## src/rtl/brew_pkg.sv

```systemverilog
// Shared state encodings, phase codes and default durations for the brew scheduler.
// Phase codes are fixed by the downstream display/LED datapath.
package brew_pkg;

  typedef enum logic [2:0] {
    S_IDLE  = 3'd0,
    S_BREW  = 3'd1,
    S_STEAM = 3'd2,
    S_WAIT  = 3'd3,
    S_CLEAN = 3'd4
  } state_t;

  localparam logic [1:0] BREW_PH  = 2'b00;
  localparam logic [1:0] STEAM_PH = 2'b01;
  localparam logic [1:0] WAIT_PH  = 2'b10;
  localparam logic [1:0] CLEAN_PH = 2'b11;

  localparam int BREW_T_DEF  = 5;
  localparam int STEAM_T_DEF = 3;
  localparam int WAIT_T_DEF  = 10;
  localparam int CLEAN_T_DEF = 4;
  localparam int CNT_W_DEF   = 4;

  function automatic logic [1:0] phase_of(input state_t s);
    case (s)
      S_STEAM: return STEAM_PH;
      S_WAIT:  return WAIT_PH;
      S_CLEAN: return CLEAN_PH;
      default: return BREW_PH;
    endcase
  endfunction

  function automatic logic [3:0] led_of(input state_t s);
    case (s)
      S_BREW:  return 4'b0001;
      S_STEAM: return 4'b0010;
      S_WAIT:  return 4'b0100;
      S_CLEAN: return 4'b1000;
      default: return 4'b0000;
    endcase
  endfunction

endpackage

```

## src/rtl/brew_order_scheduler_rr_arbiter.sv

```systemverilog
// Combinational round-robin pick: first set bit of pending after index last, wrapping.
// Zero latency; vld low when nothing is pending.
module rr_arbiter #(
  parameter int NUM_REQ = 4
) (
  input  logic [NUM_REQ-1:0] pending,
  input  logic [1:0]         last,
  output logic [1:0]         winner,
  output logic               vld
);

  always_comb begin
    winner = '0;
    vld    = 1'b0;
    for (int i = 1; i <= NUM_REQ; i++) begin
      if (!vld && pending[(int'(last) + i) % NUM_REQ]) begin
        vld    = 1'b1;
        winner = 2'((int'(last) + i) % NUM_REQ);
      end
    end
  end

endmodule

```

## src/rtl/brew_order_scheduler.sv

```systemverilog
// Runs the brewing unit through Brew/Steam/Wait/Clean for one round-robin granted order at a time.
// All outputs registered; en=0 freezes sequencing while requests keep queueing.
module brew_order_scheduler
  import brew_pkg::*;
#(
  parameter int NUM_REQ = 4,
  parameter int BREW_T  = BREW_T_DEF,
  parameter int STEAM_T = STEAM_T_DEF,
  parameter int WAIT_T  = WAIT_T_DEF,
  parameter int CLEAN_T = CLEAN_T_DEF,
  parameter int CNT_W   = CNT_W_DEF
) (
  input  logic               dividedclk,
  input  logic               reset,
  input  logic               en,
  input  logic [NUM_REQ-1:0] req,
  output logic [NUM_REQ-1:0] ack,
  output logic [NUM_REQ-1:0] done,
  output logic [1:0]         grant_id,
  output logic               busy,
  output logic [1:0]         phase,
  output logic [3:0]         ledState,
  output logic [CNT_W-1:0]   phase_cnt,
  output logic [NUM_REQ-1:0] pending
);

  state_t             state, nxt_state;
  logic [CNT_W-1:0]   nxt_cnt;
  logic [1:0]         last, win;
  logic               win_vld, grant, finish;
  logic [NUM_REQ-1:0] arb_in, win_oh;

  function automatic logic [CNT_W-1:0] term(input int t);
    return CNT_W'(t - 1);
  endfunction

  // End of Clean also sees requests arriving on that same edge
  assign arb_in = (state == S_CLEAN) ? (pending | req) : pending;
  assign win_oh = NUM_REQ'(1) << win;

  rr_arbiter #(.NUM_REQ(NUM_REQ)) u_arb (
    .pending (arb_in),
    .last    (last),
    .winner  (win),
    .vld     (win_vld)
  );

  always_comb begin
    nxt_state = state;
    nxt_cnt   = phase_cnt;
    grant     = 1'b0;
    finish    = 1'b0;
    case (state)
      S_IDLE: grant = en & win_vld;
      S_BREW: if (en) begin
        if (phase_cnt == term(BREW_T)) begin nxt_state = S_STEAM; nxt_cnt = '0; end
        else nxt_cnt = phase_cnt + 1'b1;
      end
      S_STEAM: if (en) begin
        if (phase_cnt == term(STEAM_T)) begin nxt_state = S_WAIT; nxt_cnt = '0; end
        else nxt_cnt = phase_cnt + 1'b1;
      end
      S_WAIT: if (en) begin
        if (phase_cnt == term(WAIT_T)) begin nxt_state = S_CLEAN; nxt_cnt = '0; end
        else nxt_cnt = phase_cnt + 1'b1;
      end
      S_CLEAN: if (en) begin
        if (phase_cnt == term(CLEAN_T)) begin
          finish    = 1'b1;
          grant     = win_vld;
          nxt_state = S_IDLE;
          nxt_cnt   = '0;
        end else nxt_cnt = phase_cnt + 1'b1;
      end
      default: begin
        nxt_state = S_IDLE;
        nxt_cnt   = '0;
      end
    endcase
    if (grant) begin
      nxt_state = S_BREW;
      nxt_cnt   = '0;
    end
  end

  always_ff @(posedge dividedclk or posedge reset) begin
    if (reset) begin
      state     <= S_IDLE;
      phase_cnt <= '0;
      pending   <= '0;
      ack       <= '0;
      done      <= '0;
      grant_id  <= '0;
      last      <= 2'(NUM_REQ - 1);
      busy      <= 1'b0;
      phase     <= BREW_PH;
      ledState  <= 4'b0000;
    end else begin
      state     <= nxt_state;
      phase_cnt <= nxt_cnt;
      busy      <= (nxt_state != S_IDLE);
      phase     <= phase_of(nxt_state);
      ledState  <= led_of(nxt_state);
      // A request on the grant edge re-queues the same requester
      pending   <= (pending & ~(grant ? win_oh : '0)) | req;
      ack       <= grant ? win_oh : '0;
      done      <= finish ? (NUM_REQ'(1) << grant_id) : '0;
      if (grant) begin
        grant_id <= win;
        last     <= win;
      end
    end
  end

endmodule
```

## config.mk

```make
export PLATFORM = sky130hd
export DESIGN_NAME = brew_order_scheduler
export DESIGN_NICKNAME = d
export VERILOG_FILES = /design/src/rtl/brew_pkg.sv /design/src/rtl/brew_order_scheduler_rr_arbiter.sv /design/src/rtl/brew_order_scheduler.sv
export SDC_FILE = /design/constraint.sdc
export NUM_CORES = 1
export LEC_CHECK = 0
export CAP_MARGIN = 20
export CORE_MARGIN = 1.5
export CORE_UTILIZATION = 30
export DETAILED_ROUTE_END_ITERATION = 16
export GPL_TIMING_DRIVEN = 0
export HOLD_SLACK_MARGIN = 0.02
export PLACE_DENSITY = 0.52
export RECOVER_POWER = 100
export SYNTH_ARGS = -nofsm -noshare
export SYNTH_HDL_FRONTEND = slang
export SYNTH_HIERARCHICAL = 1
export SYNTH_SLANG_ARGS = --single-unit
```

## constraint.sdc

```tcl
create_clock -name dividedclk -period 3.65 [get_ports dividedclk]
set_input_delay 0.5475 -clock dividedclk [delete_from_list [all_inputs] [get_ports dividedclk]]
set_output_delay 0.5475 -clock dividedclk [all_outputs]
set_load 0.01 [all_outputs]
```

Yosys cells after proc, flatten, opt, wreduce, memory -nomap -nowiden
Cells that the tools add are included.
{"block": "word_totals", "inputBits": 7, "output_inout_bits": 25, "elab_cells": 111, "ff_bits": 30}
{"block": "classes", "order_cmp": 4, "shift": 2, "bitwise": 9, "n_reduce_logical": 13, "n_mux": 51, "addsub": 5, "n_eq_ne": 17}
{"operator": "2-to-1 mux 4 bit", "count": 12}
{"operator": "2-to-1 mux 3 bit", "count": 9}
{"operator": "case mux 4 bit (5 select lines)", "count": 1}
{"operator": "2-to-1 mux 1 bit", "count": 17}
{"operator": "less-than comparator 3 x 4 -> 1 bit (second input constant)", "count": 4}
{"operator": "case mux 4 bit (4 select lines)", "count": 1}
{"operator": "case mux 3 bit (5 select lines)", "count": 1}
{"operator": "== test 3 x 2 -> 1 bit (second input constant)", "count": 4}
{"operator": "inequality test 3 bit (second input constant)", "count": 4}
{"operator": "binary-select mux 1 bit (select 2 bit)", "count": 4}
{"operator": "== test 4 x 2 -> 1 bit (second input constant)", "count": 2}
{"operator": "2-to-1 mux 2 bit", "count": 4}
{"operator": "bitwise OR 4 bit", "count": 2}
{"operator": "OR reduction 2 bit", "count": 4}
{"operator": "<< shifter 1 x 2 -> 4 bit (first input constant)", "count": 2}
{"operator": "== test 3 x 1 -> 1 bit (second input constant)", "count": 2}
{"operator": "== test 3 bit (second input constant)", "count": 2}
{"operator": "case mux 2 bit (3 select lines)", "count": 1}
{"operator": "AND reduction 5 bit", "count": 1}
{"operator": "adder 2 x 1 -> 2 bit (second input constant)", "count": 2}
{"operator": "adder 2 bit (second input constant)", "count": 2}
{"operator": "adder 4 x 1 -> 4 bit (second input constant)", "count": 1}
{"operator": "bitwise AND 1 bit (first input constant)", "count": 4}
{"operator": "bitwise AND 4 bit", "count": 1}
{"operator": "10 further kinds", "count": 14}

Logic depth before layout (Yosys ltp)
Gate-level depths: netlist of run 1.
{"block": "depth", "ltp_word": 23, "mapped_depth": 11, "mapped_depth_nobuf": 10}

Cells and area by module
The synthesis of run 1 kept the hierarchy.
{"module": "brew_order_scheduler", "area_each_um2": 1395.1, "n_inst": 1, "cells_each": 130, "seq_area_each_um2": 753.2}
{"module": "rr_arbiter", "area_each_um2": 91.3, "n_inst": 1, "cells_each": 14, "seq_area_each_um2": 0.0}

Worst setup path after synthesis of run 1
Ideal clock, no wire load.
{"block": "synth_path", "path_kind": "flip-flop to flip-flop", "startpoint": "register state[0]", "endpoint": "register pending[2]", "path_buffers": 1, "period_less_slack_ps": 2008, "required_time_ps": 3529, "path_slack_ps": 1642, "arrival_ps": 1887, "setup_time_ps": 121, "stages_incl_launch_ff": 11, "path_cell_list": "dfrtp_1 > buf_4 > nor3b_4 > a21o_1 > nor2_1 > nand2_1 > nand2_1 > a2111oi_4 > nand2_2 > o21ai_1 > nand2b_1"}
{"block": "synth_between", "elab_chain_cells": 22, "elab_cells_between_ends": 38, "cone_classes": "1 x eq/ne; 1 x shift; 25 x mux; 4 x bitwise; 7 x reduce/logical"}
{"element": "from (decl)", "line_no": "brew_order_scheduler.sv:27", "rtl": "state_t state, nxt_state;"}
{"element": "from (signal assigned)", "line_no": "brew_order_scheduler.sv:99", "rtl": "state <= nxt_state;"}
{"element": "== test 3 bit *", "line_no": "brew_order_scheduler.sv:38", "rtl": "assign arb_in = (state == S_CLEAN) ? (pending | req) : pending;"}
{"element": "2-to-1 mux 4 bit *", "line_no": "brew_order_scheduler.sv:38"}
{"element": "net arb_in[1]", "line_no": "brew_order_scheduler.sv:31", "rtl": "logic [NUM_REQ-1:0] arb_in, win_oh;"}
{"element": "binary-select mux 1 bit (select 2 bit)", "line_no": "brew_order_scheduler_rr_arbiter.sv:16", "rtl": "if (!vld && pending[(int'(last) + i) % NUM_REQ]) begin"}
{"element": "2-to-1 mux 1 bit (not written as such) (2 in a row)", "line_no": "brew_order_scheduler_rr_arbiter.sv:16"}
{"element": "2-to-1 mux 1 bit", "line_no": "brew_order_scheduler_rr_arbiter.sv:16"}
{"element": "logical NOT 1 bit", "line_no": "brew_order_scheduler_rr_arbiter.sv:16"}
{"element": "logical AND 1 bit", "line_no": "brew_order_scheduler_rr_arbiter.sv:16"}
{"element": "[7 not listed]"}
{"element": "net win_vld", "line_no": "brew_order_scheduler.sv:30", "rtl": "logic win_vld, grant, finish;"}
{"element": "2-to-1 mux 1 bit", "line_no": "brew_order_scheduler.sv:68", "rtl": "if (phase_cnt == term(CLEAN_T)) begin"}
{"element": "2-to-1 mux 1 bit", "line_no": "brew_order_scheduler.sv:67", "rtl": "S_CLEAN: if (en) begin"}
{"element": "case mux 1 bit (2 select lines) *", "line_no": "brew_order_scheduler.sv:53", "rtl": "case (state)"}
{"element": "2-to-1 mux 4 bit *", "line_no": "brew_order_scheduler.sv:105", "rtl": "pending <= (pending & ~(grant ? win_oh : '0)) | req;"}
{"element": "inverter 4 bit *", "line_no": "brew_order_scheduler.sv:105"}
{"element": "bitwise AND 4 bit *", "line_no": "brew_order_scheduler.sv:105"}
{"element": "bitwise OR 4 bit *", "line_no": "brew_order_scheduler.sv:105"}
{"element": "to (signal assigned)", "line_no": "brew_order_scheduler.sv:105"}
{"element": "to (decl)", "line_no": "brew_order_scheduler.sv:24", "rtl": "output logic [NUM_REQ-1:0] pending"}
Mark *: on every way through the listed nets, which the timed path passes. The rest lies on a longest branch. The select of a mux whose other input is x is not followed.
A chain may end at the register's enable or synchronous reset.

Final worst setup path of run 1
{"block": "layout_path", "startpoint": "register state[0]", "endpoint": "register pending[3]"}
Same word-level chain as after synthesis.

==> run summary, run 1 <==
synth warn: 6
initial antenna violation count: 0
routed len/inst: 12.37 um
Mean Syn Cell Area: 10.32 um^2
DR pass1 iterations: 4
async set or reset register ratio after synthesis: 1.000
WL met2: 1.410 mm
Iter 0 DRT Violations: 36
Syn Std Cell Area: 0.001486 mm^2
Most Frequent Cell on Critical Path: nand2_1
Switching Share: 0.3675
CP Launch Point: state[0]
row count: 25
RSZ-0062 raised after global routing: false
Die X: 73.39 um
Worst path top cell family by delay: simple AND/OR/NAND/NOR gates
IO buf count: 31
Setup CP Type: flop to flop
Internal Pwr Total: 810.1 uW
Antenna diodes: 0
CTS Buf Count: 5
number of vias per cell: 4.685
max layer used: met4
power per cell area: 664.7 mW/mm^2
Final Power: 1.281 mW
Worst-path clk slew: 0.06 ns
vias in the first global route: 1065
Max Clock Skew: 0.003291 ns
number of fill cells: 493
Critical Path Max Stage Delay: 0.80 ns
most frequent cells in the layout: dfrtp_1, dlygate4sd3_1, nand2_1
Worst setup SP type: flop
final setup fails: 0
CP Cell Sequence: buf_4 -> nor3b_1 -> a21o_1 -> nor2_1 -> nand2_1 -> nand2_1 -> a2111oi_4 -> nand2_1 -> o21ai_1 -> nand2b_1
GRT Util Overall: 0.1296
antenna-violating nets left: 0
via count: 1176
worst-skew pair later-pin latency: 0.28 ns
Sum Neg Setup Slack: 0 ns
Clock Path Buffers: 2
die area: 0.005386 mm^2
GPL Wtd Cong: 0.8235
cells after synthesis: 144
Synth cell types: 39
commonest non-fill, non-tap cell in the layout: dfrtp_1
Die Ht: 73.39 um
final wirelength: 3.104 mm
H-tree depth: 2
clk root buf: clkbuf_8
GR Overflow Total: 0
share of cells above drive strength 1: 0.08152
clock power share: 0.211
IR drop worst, VDD: 0.0002633 V
status: finished clean
relative slew slack: 0.3382
CP max stage cell: nor3b_1
largest net degree at the start of global routing: 19
worst r2r src: state[0]
synthesis-to-layout area growth: 29.63%
worst-margin pin slew: 0.9905 ns
Sink Count: 30
metal3 WL: 181 um
Seq pwr share: 0.391
Logic pwr share: 0.398
critical path fanouts, max: 10
HP Start: last[0]
Critical Path AT: 2.98 ns
core footprint: 0.004755 mm^2
Max-Cap Viols: 0
# IOs: 32
Final #Nets: 194
CTS tree: yes
leakage dissipation: 0.8820 nW
Final Critical Period: 2.815 ns
final period utilization: 0.7711
Fin. Hold Viols: 0
Worst Path Buf+Inv: 1
top_reg_cell synth: dfrtp_1
switching pwr: 470.7 uW
DRC violations left: 0
Hold Crit Class: flop to flop
endpoint class of the critical path: flop
HPWL after DPL: 2.328 mm
worst hold slack: 0.4836 ns
post_cts resized: 0
first-pass GRT wire length: 5.216 mm
post-CTS repair timing setup buffer count: 0
sequential fraction of the synthesis area: 0.5067
wl on met1: 1.456 mm
Hold-fix buffers, CTS: 0
Slew Viols, Final: 0
Yosys reg bits: 30
EDFF count, synth: 0
Net Count, Synth: 155
Max Clk Rate: 355.3 MHz
Util after Layout: 0.4053
Req. time, crit path: 3.82 ns
Starting Density: 0.3126
==> sequential cells by signal, summed over array words and instances, names as in the netlist <==
signal     flops
ack            4
ledState       4
phase          2
done           4
phase_cnt      4
pending        4
last           2
grant_id       2
busy           1
state          3
==> per-layer routing <==
layer	vias up	track usage
met5	-	0
met4	0	0.05556
met3	5	0.04115
met2	38	0.1960
met1	562	0.1707
li1	571	-
==> tightest hold or removal path, stage by stage (launching register included) <==
cell	delay (ns)
dfstp_2	0.38
nand2_1	0.05
nand2_1	0.05
==> power groups by stage <==
stage / Sequential, mW / Clock (mW) / Combinational, mW
after floorplan: 0.529 / 0 / 0.341
after global placement: 0.508 / 0 / 0.573
after detailed placement: 0.514 / 0 / 0.579
after CTS: 0.508 / 0.283 / 0.582
after global routing: 0.517 / 0.292 / 0.574
final: 0.501 / 0.271 / 0.510
==> metrics by stage <==
| step | worst slack, ns | std cells | cell area, um^2 |
|---|---|---|---|
| final | 0.8354 | 251 | 1927 |
| after floorplan | 1.642 | 144 | 1486 |
| after global placement | 1.215 | 242 | 1881 |
| after detailed placement | 1.171 | 243 | 1908 |
| after global routing | 0.5733 | 251 | 1927 |
| after CTS | 1.321 | 251 | 1999 |
==> cell usage after synthesis, types with 3 or more instances <==
master / n / area [um^2]
a21o_1: 4 / 30.03
nand2b_1: 10 / 62.56
ha_1: 4 / 50.05
inv_1: 13 / 48.80
o21ai_1: 8 / 40.04
nand2_1: 20 / 75.07
nor2_1: 7 / 26.28
nor3b_1: 3 / 22.52
nor3_1: 4 / 20.02
a21oi_1: 5 / 25.02
dfrtp_1: 28 / 700.7
==> worst paths after layout <==
check,cells past startpoint,to,slack [ns]
min,2,last[0],0.48
min in group asynchronous,2,phase_cnt[1],0.73
min reg2reg,2,last[0],0.48
max,10,pending[3],0.84
max reg2reg,10,pending[3],0.84
max in group asynchronous,3,pending[1],1.67
==> logic make-up after synthesis <==
kind of cell | share of synthesized area
AOI/OAI and AO/OA | 0.1759
adders and majority gates | 0.03367
buffers and inverters | 0.05050
DFF | 0.5067
muxes | 0.006734
and+or+nand+nor | 0.2264
==> final cells by class <==
cell class / instances / area, um^2 / share of cell area
Multi-Input combinational cell: 98 / 609.3 / 0.3162
Buffer: 3 / 26.28 / 0.01364
Inverter: 13 / 48.80 / 0.02532
Tap cell: 67 / 83.83 / 0.04351
Timing Repair Buffer: 32 / 314.1 / 0.1630
Clock buffer: 7 / 86.33 / 0.04481
Clock inverter: 1 / 5.005 / 0.002597
Sequential cell: 30 / 753.2 / 0.3909
Note: power is estimated with default switching activity, not from simulation.
==> run 2, diff against run 1 <==
Settings changed: PLACE_DENSITY 0.52 to 0.54.
Clock period 3.65 ns to 2.3 ns, I/O delays scaled along.
==> run 2 against run 1 <==
Net effect: largest power group unchanged; maximum frequency increased by 31%; non-clock buffer count increased by 6; global-route usage decreased by 0.30 points; clock power increased by 60%; cell area increased by 5.1%; critical path type unchanged; clock skew increased by 0.0034 ns.
==> run summary, run 2 (synthesis gave the netlist of run 1 again) <==
largest net degree at the start of global routing: 19 (unchanged)
CTS Buf Count: 5 (unchanged)
GR Overflow Total: 0 (unchanged)
most frequent cells in the layout: dfrtp_1, dlygate4sd3_1, nand2_1
status: finished clean
Die X: 73.39 um (unchanged)
Hold-fix buffers, CTS: 0 (unchanged)
routed len/inst: 12.18 um (-1.5%)
CP Cell Sequence: buf_4 -> nor3b_4 -> a21o_1 -> nor2_1 -> nand2_1 -> nand4_1 -> o211ai_4 -> or3_1
vias in the first global route: 1138 (+6.9%)
Final Critical Period: 2.157 ns (-0.6580 ns)
synthesis-to-layout area growth: 36.20%
endpoint class of the critical path: flop
Worst-path clk slew: 0.06 ns (about the same)
share of cells above drive strength 1: 0.1632 (+0.08164)
final wirelength: 3.129 mm (+0.81%)
number of fill cells: 489 (-0.81%)
Util after Layout: 0.4258 (+0.02053)
GRT Util Overall: 0.1267 (-0.002960)
post-route cell area: 0.002024 mm^2 (+5.1%)
power per cell area: 1050 mW/mm^2 (+58%)
dpl cell area: 0.001908 mm^2 (unchanged)
Worst path top cell family by delay: simple AND/OR/NAND/NOR gates
CP max stage cell: or3_1
H-tree depth: 2 (unchanged)
Max Clock Skew: 0.006695 ns (+0.003404 ns)
Slew Viols, Final: 0 (unchanged)
DRC violations left: 0 (unchanged)
RSZ-0062 raised after global routing: false
GPL Wtd Cong: 0.8678 (+5.4%)
Fin. Hold Viols: 0 (unchanged)
relative slew slack: 0.3592 (+0.02096)
Critical Path AT: 2.31 ns (-0.67 ns)
# IOs: 32 (unchanged)
Hold Crit Class: flop to flop
IR drop worst, VDD: 0.0004325 V (+64%)
CTS tree: yes
core footprint: 0.004755 mm^2 (unchanged)
clk root buf: clkbuf_8
first-pass GRT wire length: 5.181 mm (-0.67%)
worst-margin pin slew: 0.9612 ns (-0.02930 ns)
critical path fanouts, max: 10 (unchanged)
number of vias per cell: 4.599 (-1.8%)
leakage dissipation: 0.9154 nW (+3.8%)
final setup fails: 0 (unchanged)
Antenna diodes: 0 (unchanged)
Iter 0 DRT Violations: 47 (+31%)
DR pass1 iterations: 4 (unchanged)
Max Clk Rate: 463.7 MHz (+31%)
Critical Path Max Stage Delay: 0.37 ns (-0.43 ns)
Sum Neg Setup Slack: 0 ns (unchanged)
worst hold slack: 0.4893 ns (+0.005733 ns)
Final #Nets: 200 (+3.1%)
final period utilization: 0.9376 (+0.1665)
HPWL after DPL: 2.301 mm (-1.1%)
Die Ht: 73.39 um (unchanged)
Worst Path Buf+Inv: 1 (unchanged)
via count: 1182 (+0.51%)
row count: 25 (unchanged)
Worst setup SP type: flop
Clock Path Buffers: 2 (unchanged)
antenna-violating nets left: 0 (unchanged)
Starting Density: 0.3126 (unchanged)
Sink Count: 30 (unchanged)
Max-Cap Viols: 0 (unchanged)
worst-skew pair later-pin latency: 0.28 ns (about the same)
IO buf count: 31 (unchanged)
die area: 0.005386 mm^2 (unchanged)
Req. time, crit path: 2.46 ns (-1.36 ns)
initial antenna violation count: 0 (unchanged)
Setup CP Type: flop to flop
-- run 2: metrics by stage --
step	total power, mW	setup slack, ns	cells
2_1_floorplan	1.381	0.2917	144
6_report	2.125	0.1434	257
3_3_place_gp	1.712	-0.01599	242
5_1_grt	2.286	0.005394	257
3_5_place_dp	1.733	-0.04083	243
4_1_cts	2.179	0.003743	252
-- run 2: final cells by class --
class / count / area [um^2] / area share
buffer: 3 / 26.28 / 0.01298
clock buffer: 6 / 82.58 / 0.04079
clock inverter: 2 / 12.51 / 0.006180
inverter: 13 / 48.80 / 0.02410
multi-input combinational: 98 / 656.9 / 0.3245
sequential: 30 / 754.5 / 0.3727
tap: 67 / 83.83 / 0.04141
timing repair buffer: 38 / 359.1 / 0.1774
-- run 2: timing repair --
| item | in CTS | in global routing |
|---|---|---|
| setup buffers | 1 | 5 |
| gates resized for setup | 0 | 4 |
| pin swaps | 2 | 8 |
| setup endpoints to repair | 3 | 8 |
-- run 2: power breakdown --
| part | internal, mW | switching (mW) | total, mW | leakage [nW] |
|---|---|---|---|---|
| Sequential | 0.676 | 0.122 | 0.797 | 0.370 |
| Clock | 0.240 | 0.193 | 0.433 | 0.0472 |
| Combinational | 0.418 | 0.477 | 0.895 | 0.498 |
-- run 2: worst reg2reg max path: cells and delay by family, from the launching register on --
kind	cells	cell delay [ns]
and+or+nand+nor	5	1.14
AOI/OAI and AO/OA	2	0.37
DFF	1	0.36
buffers and inverters	1	0.17
-- run 2: per-layer routing --
layer  up-vias  track usage  part of all wire
met4         0      0.04321            0.0067
li1        584            -                 -
met3         2      0.04252             0.049
met2        36       0.2020              0.49
met5         -            0                 0
met1       560       0.1609              0.46
-- run 2: final timing paths --
kind / startpoint / end / slack [ns] / depth (start not counted)
hold reg to reg: last[0] / last[0] / 0.49 / 2
hold / removal: last[0] / last[0] / 0.49 / 2
max in group asynchronous: reset / done[0] / 0.54 / 3
min in group asynchronous: reset / ledState[2] / 0.52 / 2
setup reg to reg: state[2] / busy / 0.14 / 8
setup / recovery: state[2] / busy / 0.14 / 8
